## src/rtl/input_cond_pkg.sv

```systemverilog
// Shared widths, channel counts and counter sizing for the board input
// conditioning front end.
package input_cond_pkg;

    localparam int unsigned SW_BD_W = 5;
    localparam int unsigned ACT_W   = 4;
    localparam int unsigned N_SW    = 6;
    localparam int unsigned N_BT    = 6;

    // Counter must hold values up to DB_CYCLES-1; sized on DB_CYCLES+1 so DB_CYCLES==1 still gets one bit.
    function automatic int unsigned cnt_width(input int unsigned db_cycles);
        return $clog2(db_cycles + 1);
    endfunction

endpackage

```

## src/rtl/debounce_ch.sv

```systemverilog
// One conditioned input: 2-FF synchroniser, consecutive-mismatch debounce
// counter, and an optional registered press pulse for button channels.
module debounce_ch
    import input_cond_pkg::*;
#(
    parameter int unsigned DB_CYCLES = 1_000_000,
    parameter bit          IS_BUTTON = 1'b0
) (
    input  logic clk,
    input  logic rst,
    input  logic raw,
    output logic out
);

    localparam int unsigned           CNT_W   = cnt_width(DB_CYCLES);
    localparam logic [CNT_W-1:0]      CNT_MAX = CNT_W'(DB_CYCLES - 1);

    logic             s1;
    logic             s2;
    logic             q;
    logic             pulse;
    logic [CNT_W-1:0] cnt;

    always_ff @(posedge clk or negedge rst) begin
        if (!rst) begin
            s1 <= 1'b0;
            s2 <= 1'b0;
        end else begin
            s1 <= raw;
            s2 <= s1;
        end
    end

    // The pulse is registered on the same edge q rises, so it aligns with the accepted press.
    always_ff @(posedge clk or negedge rst) begin
        if (!rst) begin
            cnt   <= '0;
            q     <= 1'b0;
            pulse <= 1'b0;
        end else begin
            pulse <= 1'b0;
            if (s2 == q) begin
                cnt <= '0;
            end else if (cnt == CNT_MAX) begin
                q     <= s2;
                cnt   <= '0;
                pulse <= s2;
            end else begin
                cnt <= cnt + CNT_W'(1);
            end
        end
    end

    assign out = IS_BUTTON ? pulse : q;

endmodule

```

## src/rtl/input_cond.sv

```systemverilog
// Board input front end: debounced switch levels and one-cycle button press
// pulses for topControl.
module input_cond
    import input_cond_pkg::*;
#(
    parameter int unsigned DB_CYCLES = 1_000_000
) (
    input  logic               clk,
    input  logic               rst,
    input  logic [SW_BD_W-1:0] bd_num_sw_in,
    input  logic               st_sw_in,
    input  logic               rst_bt_in,
    input  logic               rand_bt_in,
    input  logic [ACT_W-1:0]   act_bt_in,
    output logic [SW_BD_W-1:0] bd_num_sw,
    output logic               st_sw,
    output logic               rst_bt,
    output logic               rand_bt,
    output logic [ACT_W-1:0]   act_bt
);

    logic [N_SW-1:0] sw_raw;
    logic [N_SW-1:0] sw_out;
    logic [N_BT-1:0] bt_raw;
    logic [N_BT-1:0] bt_out;

    assign sw_raw = {st_sw_in, bd_num_sw_in};
    assign bt_raw = {rand_bt_in, rst_bt_in, act_bt_in};

    genvar g;
    generate
        for (g = 0; g < N_SW; g++) begin : g_sw
            debounce_ch #(
                .DB_CYCLES (DB_CYCLES),
                .IS_BUTTON (1'b0)
            ) u_ch (
                .clk (clk),
                .rst (rst),
                .raw (sw_raw[g]),
                .out (sw_out[g])
            );
        end
        for (g = 0; g < N_BT; g++) begin : g_bt
            debounce_ch #(
                .DB_CYCLES (DB_CYCLES),
                .IS_BUTTON (1'b1)
            ) u_ch (
                .clk (clk),
                .rst (rst),
                .raw (bt_raw[g]),
                .out (bt_out[g])
            );
        end
    endgenerate

    assign bd_num_sw = sw_out[SW_BD_W-1:0];
    assign st_sw     = sw_out[N_SW-1];
    assign act_bt    = bt_out[ACT_W-1:0];
    assign rst_bt    = bt_out[ACT_W];
    assign rand_bt   = bt_out[ACT_W+1];

endmodule
```

## config.mk

```make
export PLATFORM = sky130hd
export DESIGN_NAME = input_cond
export DESIGN_NICKNAME = d
export VERILOG_FILES = /design/src/rtl/input_cond_pkg.sv /design/src/rtl/debounce_ch.sv /design/src/rtl/input_cond.sv
export SDC_FILE = /design/constraint.sdc
export NUM_CORES = 1
export LEC_CHECK = 0
export ABC_AREA = 1
export ABC_CLOCK_PERIOD_IN_PS = 2500
export CORE_AREA = 5 5 164 166
export DETAILED_ROUTE_END_ITERATION = 6
export DIE_AREA = 0 0 169 171
export PLACE_DENSITY = 0.83
export SLEW_MARGIN = 5
export SYNTH_ARGS = -nofsm -noshare
export SYNTH_HDL_FRONTEND = slang
export SYNTH_HIERARCHICAL = 1
export SYNTH_SLANG_ARGS = --single-unit
```

## constraint.sdc

```tcl
create_clock -name clk -period 2.5 [get_ports clk]
set_clock_uncertainty 0.05 [all_clocks]
set_input_delay 0.5 -clock clk [delete_from_list [all_inputs] [get_ports clk]]
set_output_delay 0.5 -clock clk [all_outputs]
set_load 0.01 [all_outputs]
```

After elaboration in Yosys (flattened, before gate mapping)
Index checks and enable logic that the tools add are counted.
W data, S select, Z words.
{"block": "op_classes", "n_bitwise": 12, "n_reduce_logical": 12, "muxes": 36, "eq_ne": 24, "n_addsub": 12}
{"op": "$mux W20", "n": 24}
{"op": "$add A20 B1 Y20 const B", "n": 12}
{"op": "$eq A20 B20 Y1 const B", "n": 12}
{"op": "$reduce_and A2 Y1", "n": 12}
{"op": "$eq A1 B1 Y1", "n": 12}
{"op": "$mux W1", "n": 12}
{"op": "$not A1 Y1", "n": 12}
{"block": "word_totals", "input_bits": 14, "wordCells": 150, "regBits": 282, "output_inout_bits": 12}

Longest topological paths before layout
Gate-level depths: netlist of run 1.
{"block": "depth", "word_depth": 3, "mapped_depth": 9, "ltp_nobuf": 9}

Cells and area by module
The synthesis of run 1 kept the hierarchy.
{"mod": "debounce_ch (g_bt[0].u_ch ...)", "seq_area_each_um2": 600.6, "area_each_um2": 1395.1, "n_inst": 6, "cells_per_inst": 167}
{"mod": "debounce_ch (g_sw[0].u_ch ...)", "seq_area_each_um2": 575.6, "area_each_um2": 1335.0, "n_inst": 6, "cells_per_inst": 161}

Least setup slack after synthesis of run 1
Ideal clock, no wire load.
{"block": "synth_timing", "kind": "reg-to-reg", "from": "reg g_sw[0].u_ch.cnt[0]", "to": "reg g_sw[0].u_ch.cnt[14]", "slack_ns": 1.210, "setup_time_ns": 0.122, "t_arrival_ns": 1.118, "t_required_ns": 2.328, "path_buffers": 0, "path_stages_with_launch": 9, "period_less_slack_ns": 1.290, "cell_sequence": "dfrtp_1 -> ha_1 -> nand2_1 -> nor2_1 -> nand2_2 -> inv_1 -> nand2_1 -> nor3_1 -> nor2_1"}
{"block": "synth_via", "elab_chain_cells": 3, "elab_cells_between_ends": 4, "cone_classes": "add/sub: 1; eq/ne: 1; mux: 2"}
{"item": "start: declaration", "line_no": "debounce_ch.sv:22", "text": "logic [CNT_W-1:0] cnt;"}
{"item": "start signal: assignment", "line_no": "debounce_ch.sv:49", "text": "cnt <= cnt + CNT_W'(1);"}
{"item": "$add A20 B1 Y20 or $eq A20 B20 Y1 (tied branches)", "line_no": "debounce_ch.sv:49, debounce_ch.sv:44"}
{"item": "$mux W20 (*)", "line_no": "debounce_ch.sv:44", "text": "end else if (cnt == CNT_MAX) begin"}
{"item": "$mux W20 (*)", "line_no": "debounce_ch.sv:42", "text": "if (s2 == q) begin"}
Every way passes the cells marked *; elsewhere a longest branch is shown, timed or not.
A chain may end at the register's enable or synchronous reset.

Worst setup path after layout of run 1
{"block": "layout_timing", "from": "reg g_sw[4].u_ch.q", "to": "out bd_num_sw[4]"}
{"item": "start: declaration", "line_no": "debounce_ch.sv:20", "text": "logic q;"}
{"item": "start signal: assignment", "line_no": "debounce_ch.sv:38", "text": "q <= 1'b0;"}
{"item": "start signal: assignment", "line_no": "debounce_ch.sv:45", "text": "q <= s2;"}
{"item": "end: declaration", "line_no": "input_cond.sv:15", "text": "output logic [SW_BD_W-1:0] bd_num_sw,"}
No word-level cell between the ends.

==> results of run 1 <==
[path summary, 6_finish.rpt]
path	startpoint	end	slack, ns
worst max-delay path	g_sw[4].u_ch/out	bd_num_sw[4]	0.45
worst min register to register	g_bt[5].u_ch/s1	g_bt[5].u_ch/s2	0.29
worst min-delay path	g_bt[5].u_ch/s1	g_bt[5].u_ch/s2	0.29
min in group asynchronous	rst	g_sw[1].u_ch/cnt[11]	0.47
max in group asynchronous	rst	g_bt[5].u_ch/s2	1.17
worst max register to register	g_sw[5].u_ch/cnt[0]	g_sw[5].u_ch/cnt[16]	1.00
[registers in the layout, indices dropped and copies added, names as in the netlist]
name / count
g_bt.u_ch/cnt: 120
g_sw.u_ch/cnt: 120
g_bt.u_ch/out: 6
g_bt.u_ch/q: 6
g_bt.u_ch/s1: 6
g_bt.u_ch/s2: 6
g_sw.u_ch/out: 6
g_sw.u_ch/s1: 6
g_sw.u_ch/s2: 6
[cell usage in the layout (no fill, tap or decap), types with 24 or more instances in the layout]
master	instances
o21ai_1	36
clkdlybuf4s50_1	24
nand2_2	84
nand4_1	42
clkbuf_16	34
inv_2	30
a21oi_1	24
inv_1	180
nand3_2	30
xor2_1	78
nand2_1	294
nor3_1	24
nor2_2	66
nor2_4	66
dfrtp_1	282
xnor2_1	30
nand3_1	150
nand2_4	30
nor2_1	420
[per-layer routing]
metal / routed length, um / global-route usage (%) / share of wire [%] / vias up
li1: - / - / - / 6368
met1: 14380 / 30.47 / 44 / 6161
met2: 16000 / 39.99 / 49 / 275
met3: 1229 / 3.189 / 3.8 / 70
met4: 722 / 7.420 / 2.2 / 0
met5: 0 / 0 / 0 / -
[cells by family (layout without fill, tap and decap cells)]
family,after synthesis,in the layout,synth area share (%)
AOI/OAI and AO/OA,84,84,2.887
xor gates and xnor gates,120,120,6.966
adders and majority gates,12,12,0.9166
buffers and inverters,210,301,4.812
DFF,282,282,43.08
and+or+nand+nor,1260,1260,41.34
[final cells by class]
type	count	area share (%)
Multi-Input combinational cell	1476	46.85
Sequential cell	282	38.74
Clock buffer	42	5.000
Inverter	210	4.327
Tap cell	335	2.301
Timing Repair Buffer	32	1.978
Clock inverter	17	0.8036
[report_power, final]
group          internal, mW  leakage [nW]  switching, mW
clock                  2.72         0.519           1.92
combinational         0.104          3.99          0.242
sequential             4.63          3.85         0.0495
total                  7.46          8.37           2.21
[repair_timing]
action	CTS	global route
resized for setup	0	0
hold buffers	1	0
hold endpoints to repair	60	0
==> metrics.cfg, run 1 <==
[detailed_routing]
first_iter_violations=955
routed-via-count=12870
drt_first_pass_iters=5
drc=0
wl_per_cell_um=13.50
wirelength_um=32330
via_per_inst=5.378
postRouteAntennaNets=0

[floorplanning]
start_util_pct=64.32
pin_count=26
die_w_um=169
coreArea_sq_um=25470
rows=59
die_area_sq_um=28900
die_height_um=171

[power_and_ir_drop]
p_leak_nw=8.367
powerDensity_nw_per_um2=530.6
ir_worst_vdd_uv=508.6
finalPower_mw=9.666

[cts]
cts_setup_buffers=0
cts_tree=built
clockRootBuffer=clkbuf_16
cts_max_path_buffers=3
ctsHtreeMaxLevel=2
cts_buffers=34
cts.clk_slew.worst_paths_ns=0.06
cts_sinks=282
clkLatencyLatePin_ns=0.51

[critical_path]
cp_cell_sequence=clkdlybuf4s50_1
reg2regPathDepth=7
crit_path_end_kind=primary output
start_kind=register
crit_family=buffers and inverters
cp.arrival_ns=1.50
crit_slowest_cell=clkdlybuf4s50_1
criticalPathCategory=register to primary output
required_ns=1.95
crit_buf_inv=1
crit_fanout=3
path_depth=1
slowest_delay_ns=0.57

[cells_and_area]
seqCellArea_sq_um=7057
antenna_cells=0
fin_cells=2394
fillers=1935
area_delta_synth_final_pct=11.21
nets=2062
multiInputGateArea_sq_um=8536
fin_util_pct=71.53
postLayoutCellArea_sq_um=18220
drive_gt1_share_pct=20.74

[yosys]
syn_area_per_cell_sq_um=8.324
yosysTopAreaCell=dfrtp_1
yosysWarnings=6
synth_area_leaders=dfrtp_1, nor2_1, nand2_1
synth_area_sq_um=16380
synthTopCellsByCount=nor2_1, nand2_1, dfrtp_1
yosys_register_bits=282
synth.most_common_cell=nor2_1
syn_inst=1968
synthArstFlopShare_pct=100.0
ys_types=28
synth-edff-count=0
ys.flop_type=dfrtp_1
synth-seq-area-share_pct=43.08
synth_top_area_share_pct=43.08
syn_nets=1994

[placed_design]
port_buffers=25
dp_hpwl_um=23450
postPlaceCellArea_sq_um=17150
gp_congestion=0.9385
dp.cells=2334
dp_slack_ns=0.9911

[global_route]
grt_pass1_wl_um=57390
grt_max_degree=67
grt_overflow=0
grt_pass1_vias=12880
antenna_found_initial=0
grt_usage_pct=23.13

[timing]
tns_ns=0
layout_setup_ws_ns=0.4534
tightest_slew_ns=0.5562
min_period_ns=2.047
setup_viol=0
hold_violations=0
fmax_ghz=0.4886
rsz0062_at_grt=false
slew_violations=0
relSlewSlack_pct=62.92
hold_slack_ns=0.2945
fin_crit_sh_pct=81.86

[min_path]
whs_path_depth=0
hp-class=register to register

[job]
maxCapViolations=0

[run_status]
status=finished clean

Power figures use the tool's default switching activity.
==> run 2, diff against run 1 <==
ABC_CLOCK_PERIOD_IN_PS = 1900   (was 2500)
CORE_AREA = 5 5 166 168   (was 5 5 164 166)
DIE_AREA = 0 0 171 173   (was 0 0 169 171)
PLACE_DENSITY = 0.81   (was 0.83)
clock period = 1.9 ns   (was 2.5 ns; I/O delays follow)
==> metrics.cfg, run 2 (same netlist as run 1, synthesis figures left out) <==
[critical_path]
criticalPathCategory=register to primary output
cp.arrival_ns=1.40  ; -0.10 ns
reg2regPathDepth=7  ; unchanged
required_ns=1.47  ; -0.48 ns
cp_cell_sequence=clkdlybuf4s50_1
start_kind=register
slowest_delay_ns=0.53  ; -0.04 ns
crit_family=buffers and inverters
crit_path_end_kind=primary output
path_depth=1  ; unchanged
crit_slowest_cell=clkdlybuf4s50_1
crit_fanout=1  ; -2
crit_buf_inv=1  ; unchanged

[placed_design]
dp.cells=2335  ; +0.043%
gp_congestion=0.9503  ; +1.3%
dp_hpwl_um=23590  ; +0.61%
postPlaceCellArea_sq_um=17160  ; about the same
dp_slack_ns=0.4203  ; -0.5707 ns
port_buffers=25  ; unchanged

[cells_and_area]
fin_util_pct=70.85  ; -0.68 points
final_common_cell=nor2_1
nets=2062  ; unchanged
multiInputGateArea_sq_um=8536  ; unchanged
drive_gt1_share_pct=20.79  ; +0.049 points
seqCellArea_sq_um=7057  ; unchanged
postLayoutCellArea_sq_um=18250  ; +0.19%
fin_cells=2394  ; unchanged
antenna_cells=0  ; unchanged
final_cell_mix=nor2_1, nand2_1, dfrtp_1, inv_1, nand3_1
reg_top3=g_bt.u_ch/cnt: 120 flops, g_sw.u_ch/cnt: 120 flops
area_delta_synth_final_pct=11.43
fillers=1927  ; -0.41%

[global_route]
grt_overflow=0  ; unchanged
grt_max_degree=53  ; -21%
antenna_found_initial=0  ; unchanged
grt_usage_pct=22.22  ; -0.92 points
grt_pass1_wl_um=57200  ; -0.34%
grt_pass1_vias=12870  ; -0.070%

[timing]
min_period_ns=1.827
relSlewSlack_pct=70.77  ; +7.8 points
slew_violations=0  ; unchanged
fmax_ghz=0.5475
tightest_slew_ns=0.4381  ; -0.1181 ns
fin_crit_sh_pct=96.14
layout_setup_ws_ns=0.07337  ; -0.3801 ns
tns_ns=0  ; unchanged
setup_viol=0  ; unchanged
rsz0062_at_grt=false
hold_slack_ns=0.2053  ; -0.08919 ns
hold_violations=0  ; unchanged

[detailed_routing]
wirelength_um=32070  ; -0.81%
postRouteAntennaNets=0  ; unchanged
drc=0  ; unchanged
routed-via-count=12770  ; -0.85%
via_per_inst=5.332  ; -0.85%
drt_first_pass_iters=6  ; +1
wl_per_cell_um=13.39  ; -0.81%
first_iter_violations=773  ; -19%

[cts]
cts_buffers=30  ; -12%
cts.clk_slew.worst_paths_ns=0.06  ; about the same
clkLatencyLatePin_ns=0.56  ; +0.05 ns
ctsHtreeMaxLevel=1  ; -1
clockRootBuffer=clkbuf_16
cts_sinks=282  ; unchanged
cts_tree=built
cts_max_path_buffers=3  ; unchanged

[min_path]
whs_path_depth=1  ; +1
hp-class=input pin to register

[run_status]
status=finished clean

[power_and_ir_drop]
powerDensity_nw_per_um2=699.8  ; +32%
finalPower_mw=12.77  ; +32%
p_leak_nw=8.461  ; +1.1%
ir_worst_vdd_uv=664.1  ; +31%

[floorplanning]
die_w_um=171  ; +1.2%
die_area_sq_um=29580  ; +2.4%
coreArea_sq_um=25760  ; +1.2%
pin_count=26  ; unchanged
die_height_um=173  ; +1.2%
start_util_pct=63.58  ; -0.74 points
rows=59  ; unchanged

[job]
maxCapViolations=0  ; unchanged

-- run 2: cell types whose count changed in the layout (fill, tap and decap cells not counted), sizes merged --
cell           change
clkinvlp           +1
inv                -1
dlygate4sd2        +6
clkdlybuf4s50      -9
dlymetal6s2s       +3
clkinv             -4
buf                +4
bufinv             +3
clkbuf             -3
-- run 2: final cells by class --
cell class | instances | share of cell area, %
Multi-Input combinational cell | 1476 | 46.76
Sequential cell | 282 | 38.66
Clock buffer | 39 | 4.634
Inverter | 210 | 4.319
Tap cell | 335 | 2.296
Timing Repair Buffer | 36 | 2.139
Clock inverter | 16 | 1.186
-- run 2: final timing paths --
kind | from | end | slack [ns]
setup / recovery | g_bt[5].u_ch/out | rand_bt | 0.07
hold / removal | act_bt_in[3] | g_bt[3].u_ch/s1 | 0.21
setup reg to reg | g_sw[4].u_ch/cnt[0] | g_sw[4].u_ch/cnt[16] | 0.37
hold reg to reg | g_sw[4].u_ch/s1 | g_sw[4].u_ch/s2 | 0.28
max in group asynchronous | rst | g_bt[5].u_ch/cnt[18] | 0.86
min in group asynchronous | rst | g_sw[0].u_ch/cnt[14] | 0.28
-- run 2: what timing repair did --
| item | in CTS | in global routing |
|---|---|---|
| hold buffers | 1 | 0 |
| buffers inserted | 3 | 0 |
| pin swaps | 0 | 0 |
| gates cloned | 0 | 0 |
| resized for setup | 6 | 3 |
| hold endpoints to repair | 45 | 0 |
| endpoints found under the setup margin | 8 | 3 |
-- run 2: routing by layer --
layer / wire length (um) / GRT usage [%] / up-vias
li1: - / - / 6351
met1: 14030 / 29.22 / 6083
met5: 0 / 0 / -
met4: 674 / 5.315 / 0
met3: 1382 / 3.196 / 67
met2: 15980 / 38.84 / 264
-- run 2: where the power goes --
| group | leakage [nW] | internal (mW) | total [mW] | switching [mW] |
|---|---|---|---|---|
| clock | 0.507 | 3.71 | 6.16 | 2.46 |
| combinational | 4.10 | 0.138 | 0.453 | 0.315 |
| sequential | 3.85 | 6.09 | 6.16 | 0.0642 |
==> run 3, diff against run 2 <==
ABC_CLOCK_PERIOD_IN_PS = unset   (was 1900)
CORE_AREA = 5 5 160 162   (was 5 5 166 168)
DIE_AREA = 0 0 165 167   (was 0 0 171 173)
PLACE_DENSITY = 0.79   (was 0.81)
SYNTH_HIERARCHICAL = unset   (was 1)
==> metrics.cfg, run 3 <==
[yosys]
syn_nets=1894  ; -5.0%
synth.most_common_cell=nor2_1
syn_inst=1868  ; -5.1%
yosys_register_bits=282  ; unchanged
synth-edff-count=0  ; unchanged
synthTopCellsByCount=nor2_1, nand2_1, dfrtp_1
synthArstFlopShare_pct=100.0  ; unchanged
yosysTopAreaCell=dfrtp_1
synth_top_area_share_pct=47.81  ; +4.7 points
ys.flop_type=dfrtp_1
yosysWarnings=0  ; -6
synth-seq-area-share_pct=47.81  ; +4.7 points
synth_area_leaders=dfrtp_1, nor2_1, nand2_1
ys_types=32  ; +14%
syn_area_per_cell_sq_um=7.901  ; -5.1%
synth_area_sq_um=14760  ; -9.9%

[timing]
setup_viol=0  ; unchanged
relSlewSlack_pct=65.13  ; -5.6 points
tns_ns=0  ; unchanged
rsz0062_at_grt=false
tightest_slew_ns=0.5214  ; +0.08326 ns
fin_crit_sh_pct=97.15  ; +1.0 points
fmax_ghz=0.5417  ; -1.0%
min_period_ns=1.846  ; +0.01928 ns
hold_violations=0  ; unchanged
layout_setup_ws_ns=0.05410  ; -0.01928 ns
hold_slack_ns=0.1811  ; -0.02419 ns
slew_violations=0  ; unchanged

[global_route]
antenna_found_initial=0  ; unchanged
grt_overflow=0  ; unchanged
grt_usage_pct=21.75  ; -0.47 points
grt_pass1_vias=11640  ; -9.5%
grt_pass1_wl_um=51740  ; -9.6%
grt_max_degree=71  ; +34%

[floorplanning]
die_w_um=165  ; -3.5%
die_area_sq_um=27560  ; -6.9%
pin_count=26  ; unchanged
coreArea_sq_um=23960  ; -7.0%
die_height_um=167  ; -3.5%
rows=57  ; -3.4%
start_util_pct=61.59  ; -2.0 points

[placed_design]
dp.cells=2215  ; -5.1%
gp_congestion=0.9251  ; -2.7%
dp_slack_ns=0.3191  ; -0.1013 ns
dp_hpwl_um=20600  ; -13%
port_buffers=25  ; unchanged
postPlaceCellArea_sq_um=15460  ; -9.9%

[critical_path]
crit_slowest_cell=clkdlybuf4s50_1
required_ns=1.47  ; about the same
crit_path_end_kind=primary output
crit_fanout=1  ; unchanged
cp_cell_sequence=clkdlybuf4s50_1
criticalPathCategory=register to primary output
crit_family=buffers and inverters
start_kind=register
cp.arrival_ns=1.42  ; +0.02 ns
crit_buf_inv=1  ; unchanged
path_depth=1  ; unchanged
reg2regPathDepth=8  ; +1
slowest_delay_ns=0.53  ; about the same
reg2reg_slack_ns=0.31  ; -0.06 ns

[cells_and_area]
area_delta_synth_final_pct=12.06
final_common_cell=nor2_1
reg_top3=g_bt.u_ch.cnt: 120 flops, g_sw.u_ch.cnt: 120 flops
fin_cells=2272  ; -5.1%
nets=1951  ; -5.4%
drive_gt1_share_pct=8.830  ; -12 points
postLayoutCellArea_sq_um=16540  ; -9.4%
final_cell_mix=nor2_1, nand2_1, dfrtp_1, nand3_1, inv_1
antenna_cells=0  ; unchanged
fin_util_pct=69.02  ; -1.8 points
multiInputGateArea_sq_um=6919  ; -19%
fillers=1969  ; +2.2%
seqCellArea_sq_um=7058  ; about the same

[cts]
ctsHtreeMaxLevel=1  ; unchanged
cts_max_path_buffers=3  ; unchanged
cts_sinks=282  ; unchanged
cts_tree=built
clkLatencyLatePin_ns=0.56  ; about the same
cts_buffers=30  ; unchanged
clockRootBuffer=clkbuf_16
cts.clk_slew.worst_paths_ns=0.06  ; about the same

[min_path]
hp-class=input pin to async pin

[power_and_ir_drop]
finalPower_mw=12.71  ; -0.46%
powerDensity_nw_per_um2=768.7  ; +9.9%
p_leak_nw=7.104  ; -16%
ir_worst_vdd_uv=636.2  ; -4.2%

[detailed_routing]
routed-via-count=11870  ; -7.1%
drt_first_pass_iters=7  ; +1
drc=3  ; +3
postRouteAntennaNets=0  ; unchanged
wl_per_cell_um=12.72  ; -5.0%
via_per_inst=5.222  ; -2.1%
wirelength_um=28900  ; -9.9%
first_iter_violations=869  ; +12%

[job]
maxCapViolations=0  ; unchanged

[run_status]
violations=design-rule violations
status=complete, but fails checks

-- run 3: where the power goes --
group          switching, mW  internal (mW)  total (mW)
combinational          0.285          0.138       0.423
sequential            0.0718           6.09        6.16
clock                   2.43           3.69        6.13
-- run 3: layout make-up --
class / count / area share [%]
Tap cell: 324 / 2.451
Inverter: 187 / 4.244
Sequential cell: 282 / 42.68
Clock inverter: 18 / 1.332
Clock buffer: 37 / 5.069
Multi-Input combinational cell: 1387 / 41.84
Timing Repair Buffer: 37 / 2.391
-- run 3: per-layer routing --
| metal | up-vias | share of wire [%] | track usage [%] |
|---|---|---|---|
| met3 | 65 | 4.4 | 2.966 |
| met1 | 5567 | 46 | 30.16 |
| met5 | - | 0 | 0 |
| li1 | 5977 | - | - |
| met4 | 0 | 1.9 | 4.376 |
| met2 | 256 | 48 | 36.83 |
-- run 3: worst register-to-register path, delay by kind of cell (launching register included) --
kind	cells	cell delay, ns
DFF	1	0.40
buffers and inverters	1	0.11
adders and majority gates	1	0.22
and+or+nand+nor	5	0.47
AOI/OAI and AO/OA	1	0.28
-- run 3: cell families after synthesis --
group | share of synthesized area [%]
and+or+nand+nor | 35.32
DFF | 47.81
buffers and inverters | 5.307
xor gates and xnor gates | 8.588
AOI/OAI and AO/OA | 1.958
adders and majority gates | 1.017
-- run 3: timing repair --
action	in CTS	in global routing
setup buffers	1	0
endpoints found under the setup margin	7	2
pin swaps	0	0
resized for setup	7	2
endpoints found under the hold margin	240	0
hold buffers	1	0
-- run 3: worst paths after layout --
| check | endpoint | from |
|---|---|---|
| max | act_bt[1] | g_bt[1].u_ch.out |
| min | g_sw[2].u_ch.cnt[17] | rst |
| max reg2reg | g_sw[4].u_ch.cnt[9] | g_sw[4].u_ch.cnt[0] |
| min reg2reg | g_sw[5].u_ch.s2 | g_sw[5].u_ch.s1 |
| max in group asynchronous | g_bt[1].u_ch.cnt[1] | rst |
| min in group clk | g_sw[0].u_ch.s1 | bd_num_sw_in[0] |
